File: config.mk
export PLATFORM = sky130hd
export DESIGN_NAME = ps2_kbd_host_tx_flat
export DESIGN_NICKNAME = d
export VERILOG_FILES = /design/src/rtl/ps2_kbd_host_tx_if.sv /design/src/rtl/ps2_kbd_host_tx.sv /design/src/flat_wrapper.sv
export SDC_FILE = /design/constraint.sdc
export NUM_CORES = 1
export LEC_CHECK = 0
export CORE_MARGIN = 2
export CORE_UTILIZATION = 55
export CTS_BUF_LIST = sky130_fd_sc_hd__clkbuf_8
export DETAILED_ROUTE_END_ITERATION = 8
export PLACE_DENSITY = 0.84
export SLEW_MARGIN = 10
export SYNTH_ARGS = -nofsm -noshare
export SYNTH_HDL_FRONTEND = slang
export SYNTH_SLANG_ARGS = --single-unit
File: constraint.sdc
create_clock -name clk -period 5.3 [get_ports clk]
set_input_delay 0.53 -clock clk [delete_from_list [all_inputs] [get_ports clk]]
set_output_delay 0.53 -clock clk [all_outputs]
set_load 0.005 [all_outputs]
File: src/rtl/ps2_kbd_host_tx_if.sv
// rtl/ps2_kbd_host_tx_if.sv - command handshake bundle for the PS/2 host transmitter
//
// Purpose: groups the request/response signals between a command source and
// ps2_kbd_host_tx.
// Signals:
//   tx_valid  request to send tx_data
//   tx_data   command byte, latched by the transmitter at accept
//   tx_ready  transmitter idle; accept = tx_valid & tx_ready
//   tx_done   1-cycle pulse: frame sent and device ACK seen
//   tx_err    1-cycle pulse: no ACK or timeout
//   busy      ~tx_ready
// Modports: master = command source, slave = transmitter.

interface ps2_kbd_host_tx_if;
   logic       tx_valid;
   logic [7:0] tx_data;
   logic       tx_ready;
   logic       tx_done;
   logic       tx_err;
   logic       busy;

   modport master (
      output tx_valid, tx_data,
      input  tx_ready, tx_done, tx_err, busy
   );

   modport slave (
      input  tx_valid, tx_data,
      output tx_ready, tx_done, tx_err, busy
   );
endinterface

File: src/rtl/ps2_kbd_host_tx.sv
// rtl/ps2_kbd_host_tx.sv - PS/2 host-to-device command byte transmitter
//
// Purpose: sends one command byte per accepted request to a PS/2 keyboard
// (e.g. 0xED set-LEDs, 0xFF reset) over the open-drain clock/data pins and
// checks the device ACK. Pins are driven through "drive low" enables; the pad
// is oe ? 1'b0 : 1'bz.
// Ports:
//   clk               system clock
//   rst_n             asynchronous active-low reset
//   tx                command handshake (slave modport of ps2_kbd_host_tx_if)
//   kbd_clk_in        raw KbdClk pin level (asynchronous)
//   kbd_data_in       raw KbdData pin level (asynchronous)
//   kbd_clk_drv_low   1 = pull KbdClk low, 0 = release
//   kbd_data_drv_low  1 = pull KbdData low, 0 = release
// Parameters:
//   INHIBIT_CYCLES    cycles KbdClk is held low before the start bit (>= 2)
//   TIMEOUT_CYCLES    max cycles between device clock falling edges (>= 3)
//   FILTER_LEN        consecutive equal synced samples to change filtered level

module ps2_kbd_host_tx #(
   parameter int INHIBIT_CYCLES = 5000,
   parameter int TIMEOUT_CYCLES = 750000,
   parameter int FILTER_LEN     = 4
) (
   input  logic               clk,
   input  logic               rst_n,
   ps2_kbd_host_tx_if.slave   tx,
   input  logic               kbd_clk_in,
   input  logic               kbd_data_in,
   output logic               kbd_clk_drv_low,
   output logic               kbd_data_drv_low
);

   localparam int INH_W = $clog2(INHIBIT_CYCLES + 1);
   localparam int TO_W  = $clog2(TIMEOUT_CYCLES + 1);
   localparam int FLT_W = $clog2(FILTER_LEN + 1);

   typedef enum logic [2:0] {
      S_IDLE,
      S_INHIBIT,
      S_START,
      S_SHIFT,
      S_ACK,
      S_WAIT_IDLE,
      S_ERR
   } state_t;

   // ------------------------------------------------------------------
   // Input conditioning: bit 0 = KbdClk, bit 1 = KbdData
   // ------------------------------------------------------------------
   logic [1:0]            sync1;
   logic [1:0]            sync2;
   logic [1:0]            filt;
   logic [1:0][FLT_W-1:0] fcnt;
   logic                  clk_filt_d;
   logic                  fall;

   always_ff @(posedge clk or negedge rst_n) begin
      if (!rst_n) begin
         sync1      <= 2'b11;
         sync2      <= 2'b11;
         filt       <= 2'b11;
         fcnt       <= '0;
         clk_filt_d <= 1'b1;
      end else begin
         sync1      <= {kbd_data_in, kbd_clk_in};
         sync2      <= sync1;
         clk_filt_d <= filt[0];
         for (int i = 0; i < 2; i++) begin
            // The run counter tracks how long the synced level has disagreed
            // with the filtered level; any agreeing sample restarts the run.
            if (sync2[i] == filt[i]) begin
               fcnt[i] <= '0;
            end else if (fcnt[i] == FLT_W'(FILTER_LEN - 1)) begin
               filt[i] <= sync2[i];
               fcnt[i] <= '0;
            end else begin
               fcnt[i] <= fcnt[i] + 1'b1;
            end
         end
      end
   end

   assign fall = clk_filt_d & ~filt[0];

   // ------------------------------------------------------------------
   // Transmit FSM
   // ------------------------------------------------------------------
   state_t          state;
   logic [7:0]      tx_byte;
   logic            parity;
   logic [3:0]      bitcnt;
   logic [INH_W-1:0] inh_cnt;
   logic [TO_W-1:0]  toc;
   logic            timeout;
   logic            ready_q;
   logic            done_q;
   logic            err_q;

   // toc holds cycles since the last fall (or START entry). The trip point is
   // two short of the limit because ERR spends one cycle before pulsing, so the
   // error pulse lands exactly TIMEOUT_CYCLES after the reference point.
   assign timeout = (toc == TO_W'(TIMEOUT_CYCLES - 2)) && !fall;

   always_ff @(posedge clk or negedge rst_n) begin
      if (!rst_n) begin
         state            <= S_IDLE;
         tx_byte          <= '0;
         parity           <= 1'b0;
         bitcnt           <= '0;
         inh_cnt          <= '0;
         toc              <= '0;
         ready_q          <= 1'b1;
         done_q           <= 1'b0;
         err_q            <= 1'b0;
         kbd_clk_drv_low  <= 1'b0;
         kbd_data_drv_low <= 1'b0;
      end else begin
         done_q <= 1'b0;
         err_q  <= 1'b0;

         if (state == S_START || state == S_SHIFT ||
             state == S_ACK   || state == S_WAIT_IDLE) begin
            toc <= fall ? '0 : toc + 1'b1;
         end

         case (state)
            S_IDLE: begin
               if (tx.tx_valid) begin
                  tx_byte          <= tx.tx_data;
                  parity           <= ~^tx.tx_data;
                  inh_cnt          <= '0;
                  toc              <= '0;
                  ready_q          <= 1'b0;
                  kbd_clk_drv_low  <= 1'b1;
                  kbd_data_drv_low <= 1'b0;
                  state            <= S_INHIBIT;
               end
            end

            S_INHIBIT: begin
               inh_cnt <= inh_cnt + 1'b1;
               // Data goes low one cycle before the clock is released so the
               // device sees a request-to-send when the inhibit ends.
               if (inh_cnt == INH_W'(INHIBIT_CYCLES - 2)) begin
                  kbd_data_drv_low <= 1'b1;
               end
               if (inh_cnt == INH_W'(INHIBIT_CYCLES - 1)) begin
                  kbd_clk_drv_low <= 1'b0;
                  bitcnt          <= '0;
                  toc             <= '0;
                  state           <= S_START;
               end
            end

            S_START: begin
               if (timeout) begin
                  kbd_data_drv_low <= 1'b0;
                  state            <= S_ERR;
               end else if (fall) begin
                  kbd_data_drv_low <= ~tx_byte[0];
                  bitcnt           <= 4'd1;
                  state            <= S_SHIFT;
               end
            end

            S_SHIFT: begin
               if (timeout) begin
                  kbd_data_drv_low <= 1'b0;
                  state            <= S_ERR;
               end else if (fall) begin
                  bitcnt <= bitcnt + 4'd1;
                  if (bitcnt <= 4'd7) begin
                     kbd_data_drv_low <= ~tx_byte[bitcnt[2:0]];
                  end else if (bitcnt == 4'd8) begin
                     kbd_data_drv_low <= ~parity;
                  end else begin
                     // stop bit: release the line and let the device ACK
                     kbd_data_drv_low <= 1'b0;
                     state            <= S_ACK;
                  end
               end
            end

            S_ACK: begin
               if (timeout) begin
                  state <= S_ERR;
               end else if (fall) begin
                  state <= filt[1] ? S_ERR : S_WAIT_IDLE;
               end
            end

            S_WAIT_IDLE: begin
               if (timeout) begin
                  state <= S_ERR;
               end else if (filt == 2'b11) begin
                  done_q  <= 1'b1;
                  ready_q <= 1'b1;
                  state   <= S_IDLE;
               end
            end

            S_ERR: begin
               err_q            <= 1'b1;
               ready_q          <= 1'b1;
               kbd_clk_drv_low  <= 1'b0;
               kbd_data_drv_low <= 1'b0;
               state            <= S_IDLE;
            end

            default: begin
               ready_q          <= 1'b1;
               kbd_clk_drv_low  <= 1'b0;
               kbd_data_drv_low <= 1'b0;
               state            <= S_IDLE;
            end
         endcase
      end
   end

   assign tx.tx_ready = ready_q;
   assign tx.busy     = ~ready_q;
   assign tx.tx_done  = done_q;
   assign tx.tx_err   = err_q;

endmodule
File: src/flat_wrapper.sv
// flat-port wrapper written by rule: the top's interface ports become plain ports
module ps2_kbd_host_tx_flat 
#(
   parameter int INHIBIT_CYCLES = 5000,
   parameter int TIMEOUT_CYCLES = 750000,
   parameter int FILTER_LEN     = 4
)
  (clk, rst_n, kbd_clk_in, kbd_data_in, kbd_clk_drv_low, kbd_data_drv_low, tx_tx_valid, tx_tx_data, tx_tx_ready, tx_tx_done, tx_tx_err, tx_busy);
  ps2_kbd_host_tx_if tx_i ();
  input  logic clk;
  input  logic rst_n;
  input  logic kbd_clk_in;
  input  logic kbd_data_in;
  output logic kbd_clk_drv_low;
  output logic kbd_data_drv_low;
  input wire logic [$bits(tx_i.tx_valid)-1:0] tx_tx_valid;
  input wire logic [$bits(tx_i.tx_data)-1:0] tx_tx_data;
  output wire logic [$bits(tx_i.tx_ready)-1:0] tx_tx_ready;
  output wire logic [$bits(tx_i.tx_done)-1:0] tx_tx_done;
  output wire logic [$bits(tx_i.tx_err)-1:0] tx_tx_err;
  output wire logic [$bits(tx_i.busy)-1:0] tx_busy;
  assign tx_i.tx_valid = tx_tx_valid;
  assign tx_i.tx_data = tx_tx_data;
  assign tx_tx_ready = tx_i.tx_ready;
  assign tx_tx_done = tx_i.tx_done;
  assign tx_tx_err = tx_i.tx_err;
  assign tx_busy = tx_i.busy;
  ps2_kbd_host_tx #(.INHIBIT_CYCLES(INHIBIT_CYCLES), .TIMEOUT_CYCLES(TIMEOUT_CYCLES), .FILTER_LEN(FILTER_LEN)) u_core (.clk(clk), .rst_n(rst_n), .tx(tx_i), .kbd_clk_in(kbd_clk_in), .kbd_data_in(kbd_data_in), .kbd_clk_drv_low(kbd_clk_drv_low), .kbd_data_drv_low(kbd_data_drv_low));
endmodule
## Word-level counts from Yosys, hierarchy flattened

Cells that the tools add are included.

- Multiplexer cells: 52
- Bitwise logic cells: 11
- Equality and inequality tests: 30
- $lt $le $gt $ge: 2
- Reductions and logical operators: 21
- Add/subtract/negate cells: 5

Operators with widths:

| kind | number |
|---|---|
| 20-bit 2-to-1 mux | 4 |
| 3-bit 2-to-1 mux | 16 |
| 20-bit case mux with 2 select lines | 1 |
| 13-bit == test (second input constant) | 2 |
| 13-bit case mux with 2 select lines | 1 |
| 20-bit by 1-bit adder with 20-bit output (second input constant) | 1 |
| 20-bit == test (second input constant) | 1 |
| 4-bit 2-to-1 mux | 5 |
| 3-bit case mux with 6 select lines | 1 |
| 1-bit 2-to-1 mux | 17 |
| 13-bit by 1-bit adder with 13-bit output (second input constant) | 1 |
| 13-bit 2-to-1 mux | 1 |
| 3-bit by 2-bit == test with 1-bit output (second input constant) | 4 |
| 4-bit case mux with 3 select lines | 1 |
| 2-bit != test (second input constant) | 5 |
| 1-bit NOT | 10 |
| 3-bit == test (second input constant) | 3 |
| 3-bit by 1-bit != test with 1-bit output (second input constant) | 3 |
| 3-bit by 2-bit != test with 1-bit output (second input constant) | 3 |
| 2-bit by 1-bit != test with 1-bit output (second input constant) | 4 |
| 2-bit AND reduction | 4 |
| 8-bit AND reduction | 1 |
| 4-bit OR reduction | 2 |
| 8-bit XNOR reduction | 1 |
| other kinds (24) | 29 |

- Input port bits: 13
- Flip-flop bits (word level): 67
- Word-level logic and storage cells: 139

## Longest topological paths before layout

- Word-level depth: 7
- Mapped depth: 8
- Mapped depth without buffers: 7

## Least setup slack after synthesis

OpenSTA, ideal clock, no wires.

- Kind: register -> register
- Start point: reg u_core.toc[0]
- End point: reg u_core.state[0]
- Arrival: 1.790 ns
- Setup slack: 3.385 ns
- Library setup time: 0.125 ns
- Stages on the path, launching flop included: 9
- Data required time: 5.175 ns
- Cells stage by stage: dfrtp_1 inv_1 ha_1 and3b_1 and4b_1 and2_1 buf_4 o221a_1 mux2_2

- Longest elaborated chain between the ends: 4

Ends and longest elaborated chain:

| what | line | text |
|---|---|---|
| start: declaration | ps2_kbd_host_tx.sv:94 | `logic [TO_W-1:0] toc;` |
| start signal: assignment | ps2_kbd_host_tx.sv:124 | `toc <= fall ? '0 : toc + 1'b1;` |
| 20-bit == test (*) | ps2_kbd_host_tx.sv:103 | `assign timeout = (toc == TO_W'(TIMEOUT_CYCLES - 2)) && !fall;` |
| 1-bit logical AND (*) | ps2_kbd_host_tx.sv:103 |  |
| 3-bit by 1-bit != test with 1-bit output (no source line) (tied with other cells) | -- |  |
| 8-bit AND reduction (no source line) / 3-bit case mux with 6 select lines (equally long branches) | -- |  |
| end signal: assignment | ps2_kbd_host_tx.sv:189 | `state <= filt[1] ? S_ERR : S_WAIT_IDLE;` |
| end: declaration | ps2_kbd_host_tx.sv:89 | `state_t state;` |

Every way passes the cells marked *; elsewhere a longest branch is shown, timed or not.
A chain may end at the register's enable or synchronous reset.

## Worst setup path after layout

- Start point: reg u_core.state[2]
- End point: reg u_core.inh_cnt[8]

- Longest elaborated chain between the ends: 3

Ends and longest elaborated chain:

| what | line | text |
|---|---|---|
| 3-bit by 1-bit == test with 1-bit output / 3-bit logical NOT (equally long branches) | ps2_kbd_host_tx.sv:127 | `case (state)` |
| 2-bit nonzero test (no source line) / 2-bit != test (equally long branches) | -- |  |
| 2-bit AND reduction (no source line) | -- |  |
| end signal: assignment | ps2_kbd_host_tx.sv:142 | `inh_cnt <= inh_cnt + 1'b1;` |
| end: declaration | ps2_kbd_host_tx.sv:93 | `logic [INH_W-1:0] inh_cnt;` |

Parallel ways exist; a longest one is shown, timed or not.

==> run metrics <==
R2R Setup Slk 2.94 ns; die width 84.2 um; layout cells sized above 1 0.140; clock slew at reported path FFs 0.07 ns; Synth Area in XOR/XNOR 0.0719; Synth Area in Simple Gates 0.211; Vias/cell 5.84; Post-Place Cell Area 3750 um2; TritonCTS buffer count 9; setup TNS 0 ns; DRT antenna net count 0; main combinational cell family by area after synthesis simple AND/OR/NAND/NOR gates; I/O Pins 19; Max Slew Vio Count 0; Leak 1.77 nW; CP arrival 2.59 ns; post-route cell area 3930 um2; drt wl/cell 14.8 um; Post-Layout Cell Count 441; Yosys reg bits 67; Critical Path Source Type flip-flop; mux share of post-synthesis cell area 0.0655; Max Fclk 0.424 GHz; Cells after DPL 425; synth unique cells 58; fin crit period 2.36 ns; initial drt markers 183; top post-synthesis cells by area dfrtp_1 (42%), dfstp_2 (5.9%), mux2_2 (4.1%); Place WS 2.77 ns; CTS Buffer Depth 2; hold crit path type in2async; vias in the first global route 2479; GPL Wtd Cong 0.857; CTS Root Cell clkbuf_8; Worst slew margin 0.462; Post-Syn Area 3530 um2; Overflow after GRT 0; Internal 0.000790 W; largest net degree at the start of global routing 68; CTS tree built; CP required 5.53 ns; Hold Vio Cnt, Final 0; Layout Nets 380; Net Sw Frac 0.251; Post-CTS Setup Inserts 0; R2R depth 5; Gate Count Post-Synth 341; Final Worst Setup Slack 2.94 ns; Worst Skew 0.0114 ns; row count 29; die span in y 84.2 um; setup violators final 0; syn avg cell area 10.4 um2; P_sw 0.000264 W; fillers 511; CP Capture Type flip-flop; antenna fix cells 0; top_reg_cell synth dfrtp_1; status completed; max_cap viols 0; top-area cell type share of the netlist area 0.418; Layout area overhead 11.1%; final core utilization 0.625; Synth area leader dfrtp_1; Core Region 6280 um2; Setup CP Type reg2reg; EDFF count, synth 0; GRT Util Overall 0.200; commonest cells after routing, fill and taps aside dfrtp_1 (59), nand2_1 (30), nor2_1 (29); Comb pwr share 0.096; worst r2r dst u_core.inh_cnt[8]; RR Startpoint u_core.state[2]; Synth Area in Compound Gates 0.113; Clock power frac 0.360; starting density of the core 0.563; clock latency on the worst-skew pair 0.35 ns; hold_buf cts 0; Final HPWL DP 4.52 mm; Worst Path Max Fanout 20; Flop pwr share 0.543; P per Cell Area 269 nW/um2; antenna violations before repair 0; clk sinks 67; yosys synthesis warning count 0; die area 7080 um2; first-pass GRT wire length 11.4 mm; cts repair resizes 0; DR pass1 iterations 4; RSZ-0062 raised after global routing no; via count 2574; final routed DRC violation total 0; commonest non-fill, non-tap cell in the layout dfrtp_1; Tcrit/Tclk final 0.445; Synth async-reset ratio 1.00; Slew @ Worst Pin 0.807 ns; Seq/Total Area, Yosys 0.477; htree depth 3; syn nets 362; PortBufs 18; Post-Synth Adder-Cell Area 0.0283; Worst VDD drop 0.210 mV; final wirelength 6.51 mm
==> sequential cells by signal, summed over array words and instances, names as in the netlist <==
signal,count
u_core.kbd_data_drv_low,1
u_core.kbd_clk_drv_low,1
u_core.tx.tx_ready,1
u_core.toc,20
u_core.inh_cnt,13
u_core.filt,2
u_core.tx.tx_done,1
u_core.bitcnt,4
u_core.sync2,2
u_core.clk_filt_d,1
u_core.sync1,2
u_core.parity,1
u_core.fcnt,6
u_core.tx.tx_err,1
u_core.tx_byte,8
u_core.state,3
==> stage by stage <==
step,hold slack (ns),total power (W)
2_1_floorplan,0.234,0.000648
3_3_place_gp,0.348,0.000681
6_report,0.354,0.00105
3_5_place_dp,0.348,0.000686
5_1_grt,0.365,0.00111
4_1_cts,0.359,0.00107
==> layer usage <==
metal | track usage | up-vias | share of wire
li1 | - | 1256 | -
met1 | 0.265 | 1256 | 0.47
met2 | 0.320 | 52 | 0.48
met3 | 0.0590 | 10 | 0.038
met4 | 0.0616 | 0 | 0.017
met5 | 0 | - | 0
==> power by group through the flow <==
| stage | clock [W] | combinational, W | sequential (W) |
|---|---|---|---|
| floorplan | 0 | 0.0000774 | 0.000571 |
| global placement | 0 | 0.0000994 | 0.000581 |
| detailed placement | 0 | 0.000104 | 0.000582 |
| CTS | 0.000391 | 0.000103 | 0.000573 |
| global route | 0.000413 | 0.000116 | 0.000577 |
| finish | 0.000380 | 0.000102 | 0.000573 |
==> cells in the mapped netlist, drive strengths merged (9+ instances only) <==
cell,n
nand2,30
mux2,13
xnor2,14
and3,9
nor2,29
dfrtp,59
o21ai,17
inv,13
nand3,16
xor2,15
nand4,10
buf,10
==> critical path: stages, from the launching register on <==
cell and delay (ns):
dfrtp_1 0.59, nor2_1 0.31, nand3_1 0.60, and2_1 0.47
o21ai_0 0.16, o21ai_0 0.10
==> area by class of cell <==
class                           count  area [um2]  area share
Sequential cell                    67        1690       0.430
Clock buffer                       11         151      0.0386
Multi-Input combinational cell    249        1730       0.441
Inverter                           13        48.8      0.0124
Tap cell                           77        96.3      0.0245
Clock inverter                      5        27.5     0.00701
Timing Repair Buffer               19         183      0.0465
==> cells by family (layout without fill, tap and decap cells) <==
logic type,count (synthesis),count (layout)
AND/OR/NAND/NOR,135,135
flip-flops,67,67
AO/OA/AOI/OAI,58,58
XOR/XNOR,29,29
buffers and inverters,25,48
multiplexers,19,19
adder cells (fa/ha/maj),8,8
==> how the worst max path moves through the flow <==
stage	startpoint	end	cells past startpoint
after detailed placement	tx_tx_valid	u_core.inh_cnt[3]	5
after CTS	u_core.state[2]	u_core.inh_cnt[3]	5
after global routing	u_core.state[2]	u_core.inh_cnt[8]	5
after floorplan	u_core.toc[0]	u_core.state[0]	8
after global placement	tx_tx_valid	u_core.inh_cnt[3]	5
final	u_core.state[2]	u_core.inh_cnt[8]	5
No activity file was read; power rests on OpenSTA's default activity.
